### src/rtl/pll_phase_supervisor.sv
// ECP5 EHXPLLL supervisor: lock-qualified system reset plus dynamic phase-step sequencing.
// Optional PLL_RELOCK_RST_EN: pulse PLL RST after a long unlocked stretch in WAIT_LOCK.
`timescale 1ns/1ps
module pll_phase_supervisor #(
  parameter int LOCK_CYCLES    = 1024,
  parameter int SETUP_CYCLES   = 4,
  parameter int STEP_CYCLES    = 4,
  parameter int SETTLE_CYCLES  = 16,
  parameter int RELOCK_TIMEOUT = 65536
) (
  input  logic       clkin,
  input  logic       rst_n,
  input  logic       pll_locked,
  output logic       sys_rst_n,
  output logic       pll_ready,
  input  logic       req_valid,
  output logic       req_ready,
  input  logic [1:0] req_sel,
  input  logic       req_dir,
  input  logic [7:0] req_count,
  output logic       done,
  output logic       abort,
  output logic       busy,
  output logic [1:0] pll_phasesel,
  output logic       pll_phasedir,
  output logic       pll_phasestep,
  output logic       pll_rst,
  output logic [7:0] lock_loss_count
);
  localparam int M1   = (LOCK_CYCLES > SETTLE_CYCLES) ? LOCK_CYCLES : SETTLE_CYCLES;
  localparam int M2   = (SETUP_CYCLES > STEP_CYCLES) ? SETUP_CYCLES : STEP_CYCLES;
  localparam int CMAX = (M1 > M2) ? M1 : M2;
  localparam int CW   = $clog2(CMAX + 1);

  typedef enum logic [2:0] {WAIT_LOCK, IDLE, SETUP, STEP, SETTLE, FINISH} state_t;

  state_t        state, state_d;
  logic [CW-1:0] cnt, cnt_d;
  logic [7:0]    steps, steps_d;
  logic          sync1, lk;
  logic          sys_rst_n_d, pll_ready_d, req_ready_d, done_d, abort_d, busy_d;
  logic [1:0]    sel_d;
  logic          dir_d, step_d;
  logic [7:0]    llc_d;

  always_ff @(posedge clkin or negedge rst_n) begin
    if (!rst_n) begin
      sync1 <= 1'b0;
      lk    <= 1'b0;
    end else begin
      sync1 <= pll_locked;
      lk    <= sync1;
    end
  end

  always_comb begin
    state_d     = state;
    cnt_d       = cnt;
    steps_d     = steps;
    sys_rst_n_d = sys_rst_n;
    pll_ready_d = pll_ready;
    req_ready_d = 1'b0;
    done_d      = 1'b0;
    abort_d     = 1'b0;
    busy_d      = busy;
    sel_d       = pll_phasesel;
    dir_d       = pll_phasedir;
    step_d      = pll_phasestep;
    llc_d       = lock_loss_count;
    // Lock loss overrides everything, including a handshake on the same edge.
    if (state != WAIT_LOCK && !lk) begin
      state_d     = WAIT_LOCK;
      cnt_d       = '0;
      sys_rst_n_d = 1'b0;
      pll_ready_d = 1'b0;
      step_d      = 1'b1;
      abort_d     = busy;
      busy_d      = 1'b0;
      llc_d       = (lock_loss_count == 8'hFF) ? 8'hFF : lock_loss_count + 8'd1;
    end else begin
      case (state)
        WAIT_LOCK: begin
          if (!lk) cnt_d = '0;
          else if (cnt == CW'(LOCK_CYCLES - 1)) begin
            state_d     = IDLE;
            cnt_d       = '0;
            sys_rst_n_d = 1'b1;
            pll_ready_d = 1'b1;
            req_ready_d = 1'b1;
          end else cnt_d = cnt + CW'(1);
        end
        IDLE: begin
          req_ready_d = 1'b1;
          if (req_valid && req_ready) begin
            req_ready_d = 1'b0;
            busy_d      = 1'b1;
            steps_d     = req_count;
            cnt_d       = '0;
            if (req_count == 8'd0) state_d = FINISH;
            else begin
              sel_d   = req_sel;
              dir_d   = req_dir;
              state_d = SETUP;
            end
          end
        end
        SETUP: begin
          if (cnt == CW'(SETUP_CYCLES - 1)) begin
            cnt_d   = '0;
            step_d  = 1'b0;
            state_d = STEP;
          end else cnt_d = cnt + CW'(1);
        end
        STEP: begin
          if (cnt == CW'(STEP_CYCLES - 1)) begin
            cnt_d   = '0;
            step_d  = 1'b1;
            state_d = SETTLE;
          end else cnt_d = cnt + CW'(1);
        end
        SETTLE: begin
          if (cnt == CW'(SETTLE_CYCLES - 1)) begin
            cnt_d   = '0;
            steps_d = steps - 8'd1;
            state_d = (steps == 8'd1) ? FINISH : SETUP;
          end else cnt_d = cnt + CW'(1);
        end
        FINISH: begin
          // Extra cycle so completion lands 24*N+1 cycles after acceptance.
          done_d      = 1'b1;
          busy_d      = 1'b0;
          req_ready_d = 1'b1;
          state_d     = IDLE;
        end
        default: state_d = WAIT_LOCK;
      endcase
    end
  end

  always_ff @(posedge clkin or negedge rst_n) begin
    if (!rst_n) begin
      state           <= WAIT_LOCK;
      cnt             <= '0;
      steps           <= '0;
      sys_rst_n       <= 1'b0;
      pll_ready       <= 1'b0;
      req_ready       <= 1'b0;
      done            <= 1'b0;
      abort           <= 1'b0;
      busy            <= 1'b0;
      pll_phasesel    <= 2'd0;
      pll_phasedir    <= 1'b0;
      pll_phasestep   <= 1'b1;
      lock_loss_count <= 8'd0;
    end else begin
      state           <= state_d;
      cnt             <= cnt_d;
      steps           <= steps_d;
      sys_rst_n       <= sys_rst_n_d;
      pll_ready       <= pll_ready_d;
      req_ready       <= req_ready_d;
      done            <= done_d;
      abort           <= abort_d;
      busy            <= busy_d;
      pll_phasesel    <= sel_d;
      pll_phasedir    <= dir_d;
      pll_phasestep   <= step_d;
      lock_loss_count <= llc_d;
    end
  end

`ifdef PLL_RELOCK_RST_EN
  localparam int RW = $clog2(RELOCK_TIMEOUT + 1);
  logic [RW-1:0] rcnt;
  logic [4:0]    pcnt;

  // Timeout counter pauses while a pulse is active; the pulse itself is never cut short.
  always_ff @(posedge clkin or negedge rst_n) begin
    if (!rst_n) begin
      rcnt    <= '0;
      pcnt    <= '0;
      pll_rst <= 1'b0;
    end else begin
      if (lk || state != WAIT_LOCK) rcnt <= '0;
      else if (pcnt == 5'd0) begin
        if (rcnt == RW'(RELOCK_TIMEOUT - 1)) begin
          rcnt    <= '0;
          pcnt    <= 5'd16;
          pll_rst <= 1'b1;
        end else rcnt <= rcnt + RW'(1);
      end
      if (pcnt != 5'd0) begin
        pcnt <= pcnt - 5'd1;
        if (pcnt == 5'd1) pll_rst <= 1'b0;
      end
    end
  end
`else
  // Timeout parameter has no effect in this build; RST stays tied low.
  assign pll_rst = (RELOCK_TIMEOUT < 0);
`endif
endmodule

### config.mk
export PLATFORM = sky130hd
export DESIGN_NAME = pll_phase_supervisor
export DESIGN_NICKNAME = d
export VERILOG_FILES = /design/src/rtl/pll_phase_supervisor.sv
export SDC_FILE = /design/constraint.sdc
export NUM_CORES = 1
export LEC_CHECK = 0
export CAP_MARGIN = 25
export CORE_MARGIN = 2
export CORE_UTILIZATION = 30
export CTS_BUF_LIST = sky130_fd_sc_hd__clkbuf_8
export CTS_CLUSTER_DIAMETER = 120
export DETAILED_ROUTE_END_ITERATION = 10
export SLEW_MARGIN = 20
export SYNTH_ARGS = -nofsm -noshare
export SYNTH_HDL_FRONTEND = slang
export SYNTH_SLANG_ARGS = --single-unit
### constraint.sdc
create_clock -name clkin -period 5.5 [get_ports clkin]
set_input_delay 1.65 -clock clkin [delete_from_list [all_inputs] [get_ports clkin]]
set_output_delay 1.65 -clock clkin [all_outputs]
set_load 0.02 [all_outputs]
# After elaboration in Yosys (flattened, before gate mapping)
# Cells that the tools add are included.
# word_totals
register_bits	41
elab_cells	98
# classes
bitwise_logic	2
n_mux	40
eq_ne	18
n_reduce_logical	21
addsub	3
# ops
cell	n
11-bit two-way mux	6
11-bit case mux with 4 select lines	1
3-bit two-way mux	9
8-bit two-way mux	3
3-bit inequality test, second input constant	6
3-bit case mux with 6 select lines	1
1-bit two-way mux	16
8-bit case mux with 2 select lines	1
11-bit by 1-bit adder with 11-bit output, second input constant	1
11-bit by 10-bit == test with 1-bit output, second input constant	1
11-bit by 2-bit == test with 1-bit output, second input constant	1
11-bit by 4-bit == test with 1-bit output, second input constant	1
3-bit nonzero test	3
8-bit by 1-bit adder with 8-bit output, second input constant	1
8-bit by 1-bit == test with 1-bit output, second input constant	1
8-bit == test, second input constant	1
8-bit zero test	1
4-bit AND reduction	2
2-bit nonzero test	4
8-bit by 1-bit subtractor with 8-bit output, second input constant	1
3-bit by 2-bit == test with 1-bit output, second input constant	2
3-bit == test, second input constant	2
3-bit AND reduction	2
6-bit AND reduction	1
11 further kinds	16

# Depth between registers and ports, before layout
# Gate-level depths: netlist of run 1.
# logic_depth
depth_word	5
depth_mapped	7
ltp_nobuf	6

# Worst setup path after synthesis of run 1
# OpenSTA, ideal clock, no wires.
# synth_path
path_type	in2reg
from	input req_count[4]
to	register pll_phasedir
stages	5
required_time_ps	5372
path_buffers	0
arrival_ps	2892
setup_time_ps	128
path_slack_ps	2480
path_cell_list	or4_1 nor2_1 nor2_1 and4bb_1 mux2_1
# synth_between
elab_chain_cells	3
# synth_lines
element	line_no	source
from (decl)	20	input logic [7:0] req_count,
8-bit zero test	99	if (req_count == 8'd0) state_d = FINISH;
1-bit inverter (no source line)	-	
4-bit AND reduction (no source line)	-	
to (signal assigned)	166	pll_phasedir <= dir_d;
to (decl)	25	output logic pll_phasedir,
# No other way between the ends.
# A chain may end at the register's enable or synchronous reset.

# Worst setup path after layout of run 1
# Same ends and word-level chain as after synthesis.

==> results of run 1 <==
[layout make-up]
cell class | instances | area [um^2]
fillers | 775 | 4880
multi-input cells | 191 | 1300
flip-flops and latches | 41 | 1030
repair buffers | 33 | 343
well taps | 102 | 128
clock buffers | 6 | 82.6
inverters | 11 | 41.3
clock inverters | 2 | 7.51
[cell families after synthesis]
kind of cell,after synthesis,share of synthesized area
buf+inv,24,0.0447
simple gates,100,0.238
compound gates,76,0.233
other cells,1,0.00154
fa+ha+maj,4,0.0205
flops,41,0.422
xor+xnor,5,0.0180
mux,5,0.0226
[where the power goes]
part | switching, uW | internal [uW]
Sequential | 5.23 | 304
Combinational | 15.2 | 15.4
Clock | 102 | 98.7
Total | 122 | 418
[cell usage in the layout (no fill, tap or decap), drive strengths merged, types with 4 or more instances in the layout]
| master | instances |
|---|---|
| a21oi | 14 |
| nand2 | 29 |
| nor2b | 5 |
| nand3 | 11 |
| mux2 | 4 |
| a31oi | 8 |
| dfrtp | 40 |
| clkdlybuf4s50 | 31 |
| nor3 | 7 |
| o21ai | 21 |
| nor4 | 4 |
| nor2 | 17 |
| ha | 4 |
| o22ai | 6 |
| and3 | 5 |
| or4 | 4 |
| clkbuf | 6 |
| inv | 13 |
[flip-flops by register name, summed over array words and instances, names as in the netlist]
| signal | cells |
|---|---|
| req_ready | 1 |
| pll_ready | 1 |
| pll_phasestep | 1 |
| pll_phasedir | 1 |
| abort | 1 |
| steps | 8 |
| busy | 1 |
| cnt | 11 |
| lk | 1 |
| lock_loss_count | 8 |
| pll_phasesel | 2 |
| state | 3 |
| sync1 | 1 |
| done | 1 |
[per-stage QoR]
step | cells | setup slack (ns)
2_1_floorplan | 256 | 2.48
3_3_place_gp | 377 | 1.91
3_5_place_dp | 377 | 1.88
5_1_grt | 386 | 2.11
6_report | 386 | 2.20
4_1_cts | 385 | 2.20
[worst max-delay path: cells and delay by family]
kind,cells,cell delay (ns)
mux,1,0.32
simple gates,4,1.09
buf+inv,1,0.41
[metal layers]
| metal | part of all wire | vias up | track usage |
|---|---|---|---|
| li1 | - | 1007 | - |
| met1 | 0.49 | 1021 | 0.194 |
| met2 | 0.47 | 37 | 0.194 |
| met3 | 0.037 | 7 | 0.0297 |
| met4 | 0.011 | 0 | 0.0350 |
| met5 | 0 | - | 0 |
[how the worst max path moves through the flow]
stage / end / from / slack (ns)
after CTS: pll_phasedir / req_count[4] / 2.20
after floorplan: pll_phasedir / req_count[4] / 2.48
after global routing: pll_phasedir / req_count[4] / 2.11
after detailed placement: pll_phasedir / req_count[4] / 1.88
after global placement: pll_phasedir / req_count[4] / 1.91
final: pll_phasedir / req_count[4] / 2.20
==> summary.txt, run 1 <==
Floorplan
  • Die Span X: about 94 um
  • Die area: between 8000 and 9000 um^2
  • Cell row count: 32
  • Die Span Y: 94.1 um
  • Initial Util: 0.312
  • Io pins: 34
  • CORE AREA: just under 8000 um^2

Final layout
  • Final instance area: 2930 um^2
  • Syn-to-layout area delta: 20.2%
  • Core Util, Final: 0.375
  • Share of cells above drive strength 1: 0.109
  • N_diodes: 0
  • Nets: 302

Drt
  • Iter 0 DRT Violations: 140
  • Via count: 2072
  • TritonRoute pass-1 iters: 5
  • Post-route antenna net violation count: 0
  • Wire per inst: 14.1 um
  • Routed WL: 5430 um
  • DRC: 0
  • DR vias/cell: 5.37

Logic synthesis
  • Post-Syn Nets: between 200 and 300
  • Synth area leader: dfrtp_1
  • Async SR Flop Fraction: 1.00
  • Most frequent cell after synthesis: dfrtp_1
  • Synth cell count leaders: 40 x dfrtp_1, 29 x nand2_1, 17 x nor2_1, 14 x a21oi_1, 13 x o21ai_1
  • Number of distinct library cells after synthesis: 63
  • Seq/Total Area, Yosys: 0.422
  • Syn Area/Cell: ~9.5 um^2
  • Leading post-synthesis cells by cell area: dfrtp_1 41%, nand2_1 4.5%, a21oi_1 2.9%
  • Synth Flop Type: dfrtp_1
  • Mapped Area: 2440 um^2
  • Number of synthesized flops with an enable pin: 0
  • Synth top area share: 0.411
  • Synth Warn #: 0
  • Seq cells post-synth: 41
  • Synth Instances: roughly 260

Power and ir drop
  • Worst VDD drop: 115 uV
  • Tot Pwr: 540 uW
  • Cell Pwr Density: approximately 180 nW/um^2
  • Pleak: 0.00119 uW

Timing
  • Setup TNS: 0 ns
  • Slew HR: 0.434
  • Setup violations, final: 0
  • RSZ-0062 raised after global routing: no
  • Fin. max-slew vios: 0
  • Hold Worst Slack: 0.354 ns
  • Achievable Freq: approximately 300 MHz
  • Tightest Pin Transition: 0.849 ns
  • Period utilization: 0.600
  • Final count of hold timing violations: 0
  • Fin crit period: approximately 3.3 ns
  • Clock skew: around 0.0042 ns

Worst setup path
  • Worst Path Arrival: roughly 3.5 ns
  • Startpoint Class: input port
  • Critical path peak fanout: 3
  • CP max-delay cell: or4_1
  • Reg-to-Reg Start: lk
  • CP Cell Sequence: clkdlybuf4s50_1 -> or4_1 -> nor2_1 -> nor2_1 -> and4bb_1 -> mux2_1
  • R2r setup slk: roughly 3.2 ns
  • R2R cell count: 4
  • CP most frequent cell: nor2_1
  • Req. time, crit path: 5.68 ns
  • Setup crit end kind: flop
  • CP peak stage delay: 0.53 ns
  • R2R Path End: steps[1]
  • Crit Path Class: input port to flop

CTS
  • Postcts setup bufs: 0
  • Root Buffer: clkbuf_8
  • H-tree levels: 2
  • Cts bufs inserted: 5
  • Clock sinks: 41
  • Hold_buf cts: 0
  • Max clock buf depth: 2
  • CTS tree: yes
  • Clock-pin slew on the worst setup and hold paths: 0.07 ns
  • Post-CTS sizing: 0
  • Skew-Pair Late Insertion Delay: 0.29 ns

Hold path
  • Hold depth: 0
  • Hold Crit Class: flop to flop
  • Hold worst-path end: lk
  • Min-delay src: sync1

Placement
  • Area after DPL: 2810 um^2
  • I/O Buffers: 32
  • Post-detail-place hpwl: roughly 3800 um
  • Gpl congestion: 0.808

Job
  • Number of max-cap violations: 0

GRT
  • Grt total ovfl: 0
  • Total GRT Usage: 0.132
  • Largest net degree at the start of global routing: 42
  • First-pass GRT wire length: 9360 um
  • Vias in the first global route: ~2000
  • Initial antenna violation count: 0

Status
  • Status: complete, no violations
Note: power is estimated with default switching activity, not from simulation.
==> run 2: changes to the inputs <==
- clock period: 5.5 -> 3.4 ns (I/O delays scaled with it)
==> summary.txt, run 2 (synthesized netlist as in run 1, its figures left out) <==
Floorplan
  • CORE AREA: 7810 um^2 (unchanged)
  • Cell row count: 32 (unchanged)
  • Io pins: 34 (unchanged)
  • Die Span Y: 94.1 um (unchanged)
  • Initial Util: 0.312 (unchanged)
  • Die Span X: 94.1 um (unchanged)
  • Die area: 8860 um^2 (unchanged)

CTS
  • H-tree levels: 2 (unchanged)
  • Postcts setup bufs: 0 (unchanged)
  • Cts bufs inserted: 5 (unchanged)
  • Clock-pin slew on the worst setup and hold paths: 0.08 ns (about the same)
  • Post-CTS sizing: 0 (unchanged)
  • Skew-Pair Late Insertion Delay: 0.29 ns (about the same)
  • CTS tree: yes
  • Hold_buf cts: 0 (unchanged)
  • Max clock buf depth: 2 (unchanged)
  • Clock sinks: 41 (unchanged)
  • Root Buffer: clkbuf_8

Final layout
  • Biggest register: cnt
  • Biggest regs: cnt: 11 flops, lock_loss_count: 8 flops, steps: 8 flops
  • Non-filler cells, final: 388 (+0.52%)
  • Max reg flops: 11 (unchanged)
  • Share of cells above drive strength 1: 0.119 (+0.00973)
  • Nets: 304 (+0.66%)
  • Most common cell after layout, fill and taps aside: dfrtp_1
  • Filler cells: 787 (+1.5%)
  • Syn-to-layout area delta: 20.2% (unchanged)
  • N_diodes: 0 (unchanged)
  • Commonest cells after routing, fill and taps aside: 40 x dfrtp_1, 31 x clkdlybuf4s50_1, 29 x nand2_1

Drt
  • Routed WL: 5330 um (-1.9%)
  • Wire per inst: 13.7 um (-2.4%)
  • TritonRoute pass-1 iters: 4 (-1)
  • Iter 0 DRT Violations: 150 (+7.1%)
  • DRC: 0 (unchanged)
  • Post-route antenna net violation count: 0 (unchanged)
  • Via count: 2021 (-2.5%)
  • DR vias/cell: 5.21 (-3.0%)

Power and ir drop
  • Internal Power: 655 uW (+57%)
  • Cell Pwr Density: 293 nW/um^2 (+59%)
  • Combinational Power Share: 0.063 (+0.006)
  • Worst VDD drop: 162 uV (+42%)
  • P_sw: 202 uW (+65%)
  • Pleak: 0.00119 uW (+0.19%)
  • Switching share of power: 0.235 (+0.00862)
  • Seq pwr share: 0.578 (+0.006)
  • Clock power frac: 0.359 (-0.013)

Worst setup path
  • Crit path from: req_count[4]
  • Top delay family on crit path: simple AND/OR/NAND/NOR gates
  • Reg-to-Reg Start: state[2]
  • CP max-delay cell: or4_1
  • CP Cell Sequence: clkdlybuf4s50_1 -> or4_1 -> nor2_1 -> nor2_1 -> and4bb_1 -> mux2_1
  • CP peak stage delay: 0.53 ns (about the same)
  • Buf+Inv Stages, Crit Path: 1 (unchanged)
  • Critical path peak fanout: 3 (unchanged)
  • Crit Path Class: input port to flop
  • Worst Path Arrival: 2.84 ns (-0.64 ns)
  • Setup crit end kind: flop
  • CP most frequent cell: nor2_1
  • Startpoint Class: input port
  • Req. time, crit path: 3.58 ns (-2.10 ns)

Placement
  • I/O Buffers: 32 (unchanged)
  • Gpl congestion: 0.828 (+2.4%)
  • Post-detail-place hpwl: 3830 um (about the same)
  • Placed Instances: 379 (+0.53%)

Timing
  • Final count of hold timing violations: 0 (unchanged)
  • Slew HR: 0.563 (+0.129)
  • Fin. max-slew vios: 0 (unchanged)
  • Setup violations, final: 0 (unchanged)
  • Achievable Freq: 375 MHz
  • Clock skew: 0.00456 ns (+0.000357 ns)
  • Tightest Pin Transition: 0.656 ns (-0.193 ns)
  • Fin crit period: 2.66 ns
  • Hold Worst Slack: 0.353 ns (-0.000715 ns)
  • Setup TNS: 0 ns (unchanged)
  • Period utilization: 0.784
  • RSZ-0062 raised after global routing: no

GRT
  • First-pass GRT wire length: 8940 um (-4.5%)
  • Grt total ovfl: 0 (unchanged)
  • Initial antenna violation count: 0 (unchanged)
  • Total GRT Usage: 0.126 (-0.00624)
  • Largest net degree at the start of global routing: 42 (unchanged)
  • Vias in the first global route: 1874 (-4.1%)

Job
  • Number of max-cap violations: 0 (unchanged)

Hold path
  • Hold Crit Class: flop to flop
  • Min-delay src: sync1

Status
  • Status: complete, no violations
==> run 2: metrics by stage <==
step,setup WS (ns),instance area (um^2),total power (uW),util
2_1_floorplan,1.01,2440,525,-
4_1_cts,0.751,2910,870,0.373
5_1_grt,0.632,2930,900,0.375
3_3_place_gp,0.458,2830,556,0.362
6_report,0.736,2930,857,0.375
3_5_place_dp,0.436,2830,557,0.362
==> run 2: area by class of cell <==
| class | count | area [um^2] | area share |
|---|---|---|---|
| Multi-Input combinational cell | 191 | 1300 | 0.444 |
| Timing Repair Buffer | 35 | 350 | 0.120 |
| Inverter | 11 | 41.3 | 0.0141 |
| Clock buffer | 5 | 68.8 | 0.0235 |
| Clock inverter | 3 | 13.8 | 0.00470 |
| Sequential cell | 41 | 1030 | 0.351 |
| Tap cell | 102 | 128 | 0.0436 |
==> run 2: metal layers <==
layer	routed length [um]	track usage
met1	2650	0.181
met5	0	0
met2	2370	0.187
met3	256	0.0289
met4	44	0.0362
==> run 2: final timing paths <==
path	endpoint	cells after the start	slack (ns)
worst max-delay path	pll_phasedir	6	0.74
worst min-delay path	lk	0	0.35
worst max register to register	cnt[7]	5	1.06
worst min register to register	lk	0	0.35
max in group asynchronous	cnt[8]	2	2.37
min in group asynchronous	sync1	1	0.59
==> run 2: power groups by stage <==
stage,sequential [uW],clock (uW),combinational [uW]
2_1_floorplan,504,0,20.2
3_5_place_dp,505,0,52.1
5_1_grt,496,344,59.9
4_1_cts,495,323,52.1
3_3_place_gp,505,0,51.1
6_report,495,308,53.7
==> run 3: changes to the inputs <==
- clock period: 3.4 -> 2.7 ns (I/O delays scaled with it)
==> summary.txt, run 3 (synthesized netlist as in run 1, its figures left out) <==
Final layout
  • Nets: 310 (+2.0%)
  • Syn-to-layout area delta: 21.5%
  • Biggest register: cnt
  • Share of cells above drive strength 1: 0.134 (+0.0147)
  • Commonest cells after routing, fill and taps aside: 40 x dfrtp_1, 31 x clkdlybuf4s50_1, 29 x nand2_1
  • Most common cell after layout, fill and taps aside: dfrtp_1
  • N_diodes: 0 (unchanged)
  • Core Util, Final: 0.379 (+0.00401)
  • Max reg flops: 11 (unchanged)
  • Biggest regs: cnt: 11 flops, lock_loss_count: 8 flops, steps: 8 flops

CTS
  • Cts bufs inserted: 5 (unchanged)
  • Clock-pin slew on the worst setup and hold paths: 0.07 ns (about the same)
  • Hold_buf cts: 0 (unchanged)
  • CTS tree: yes
  • H-tree levels: 2 (unchanged)
  • Clock sinks: 41 (unchanged)
  • Postcts setup bufs: 0 (unchanged)
  • Post-CTS sizing: 0 (unchanged)
  • Skew-Pair Late Insertion Delay: 0.29 ns (about the same)
  • Root Buffer: clkbuf_8
  • Max clock buf depth: 2 (unchanged)

Worst setup path
  • R2r setup slk: 0.47 ns (-0.59 ns)
  • Crit Path Class: input port to flop
  • Startpoint Class: input port
  • CP peak stage delay: 0.54 ns (about the same)
  • Req. time, crit path: 2.87 ns (-0.71 ns)
  • CP most frequent cell: nor2_1
  • Critical path peak fanout: 3 (unchanged)
  • CP max-delay cell: or4_1
  • CP Cell Sequence: clkdlybuf4s50_1 -> or4_1 -> nor2_1 -> nor2_1 -> and4bb_1 -> mux2_1
  • Worst Path Arrival: 2.65 ns (-0.19 ns)
  • Setup crit end kind: flop

GRT
  • First-pass GRT wire length: 9580 um (+7.1%)
  • Vias in the first global route: 2048 (+9.3%)
  • Initial antenna violation count: 0 (unchanged)
  • Largest net degree at the start of global routing: 42 (unchanged)
  • Grt total ovfl: 0 (unchanged)
  • Total GRT Usage: 0.134 (+0.00885)

Placement
  • Pre-CTS setup slack: -0.0902 ns (-0.526 ns)
  • Post-detail-place hpwl: 4040 um (+5.5%)
  • I/O Buffers: 32 (unchanged)
  • Gpl congestion: 0.830 (+0.28%)

Drt
  • DRC: 0 (unchanged)
  • Via count: 2058 (+1.8%)
  • Iter 0 DRT Violations: 109 (-27%)
  • TritonRoute pass-1 iters: 4 (unchanged)
  • Routed WL: 5450 um (+2.3%)
  • DR vias/cell: 5.22 (+0.28%)
  • Post-route antenna net violation count: 0 (unchanged)
  • Wire per inst: 13.8 um (+0.79%)

Timing
  • Achievable Freq: 403 MHz
  • Fin crit period: ~2.5 ns
  • Setup violations, final: 0 (unchanged)
  • Tightest Pin Transition: 0.652 ns (-0.00360 ns)
  • Setup ws final: 0.219 ns (-0.517 ns)
  • Period utilization: 0.919
  • Slew HR: 0.565 (+0.00240)
  • Clock skew: 0.00959 ns (+0.00504 ns)
  • Fin. max-slew vios: 0 (unchanged)
  • Final count of hold timing violations: 0 (unchanged)
  • RSZ-0062 raised after global routing: no

Hold path
  • Hold Crit Class: flop to flop

Power and ir drop
  • Pleak: 0.00122 uW (+2.1%)
  • Worst VDD drop: 182 uV (+12%)
  • Cell Pwr Density: 364 nW/um^2 (+24%)

Floorplan
  • Cell row count: 32 (unchanged)
  • Die Span Y: 94.1 um (unchanged)
  • Die area: 8860 um^2 (unchanged)
  • Initial Util: 0.312 (unchanged)
  • CORE AREA: 7810 um^2 (unchanged)
  • Die Span X: 94.1 um (unchanged)
  • Io pins: 34 (unchanged)

Status
  • Status: complete, no violations

Job
  • Number of max-cap violations: 0 (unchanged)
[run 3: routing by layer]
metal | global-route usage | vias to the layer above | wire length [um]
li1 | - | 1029 | -
met1 | 0.187 | 986 | 2790
met2 | 0.207 | 39 | 2410
met3 | 0.0289 | 4 | 195
met4 | 0.0435 | 0 | 57
met5 | 0 | - | 0
[run 3: final timing paths]
| kind | from | to | depth (start not counted) |
|---|---|---|---|
| max | req_count[4] | pll_phasedir | 6 |
| min | sync1 | lk | 0 |
| max reg2reg | cnt[0] | state[0] | 6 |
| min reg2reg | sync1 | lk | 0 |
| max in group asynchronous | rst_n | pll_phasestep | 2 |
| min in group asynchronous | rst_n | abort | 2 |
[run 3: stage by stage]
step           instance area, um^2  cells  hold WS, ns  TNS (ns)  total power, uW
6_report                      2960    394        0.352         0             1080
5_1_grt                       2960    394        0.371         0             1130
4_1_cts                       2960    394        0.356         0             1090
3_5_place_dp                  2880    386        0.337    -0.210              703
3_3_place_gp                  2880    386        0.337   -0.0414              702
2_1_floorplan                 2440    256        0.331         0              661
[run 3: area by class of cell]
cell class	instances	area, um^2
multi-input cells	191	1300
inverters	11	41.3
well taps	102	128
clock buffers	5	68.8
clock inverters	3	12.5
flip-flops and latches	41	1030
repair buffers	41	383
fillers	771	4850
[run 3: power by group]
part           internal, uW  switching [uW]
registers               619            7.54
logic                  29.9            33.5
clock network           174             212
[run 3: critical path: cells and delay by family]
kind          cells  cell delay, ns
mux               1            0.31
simple gates      4            1.10
buf+inv           1            0.42
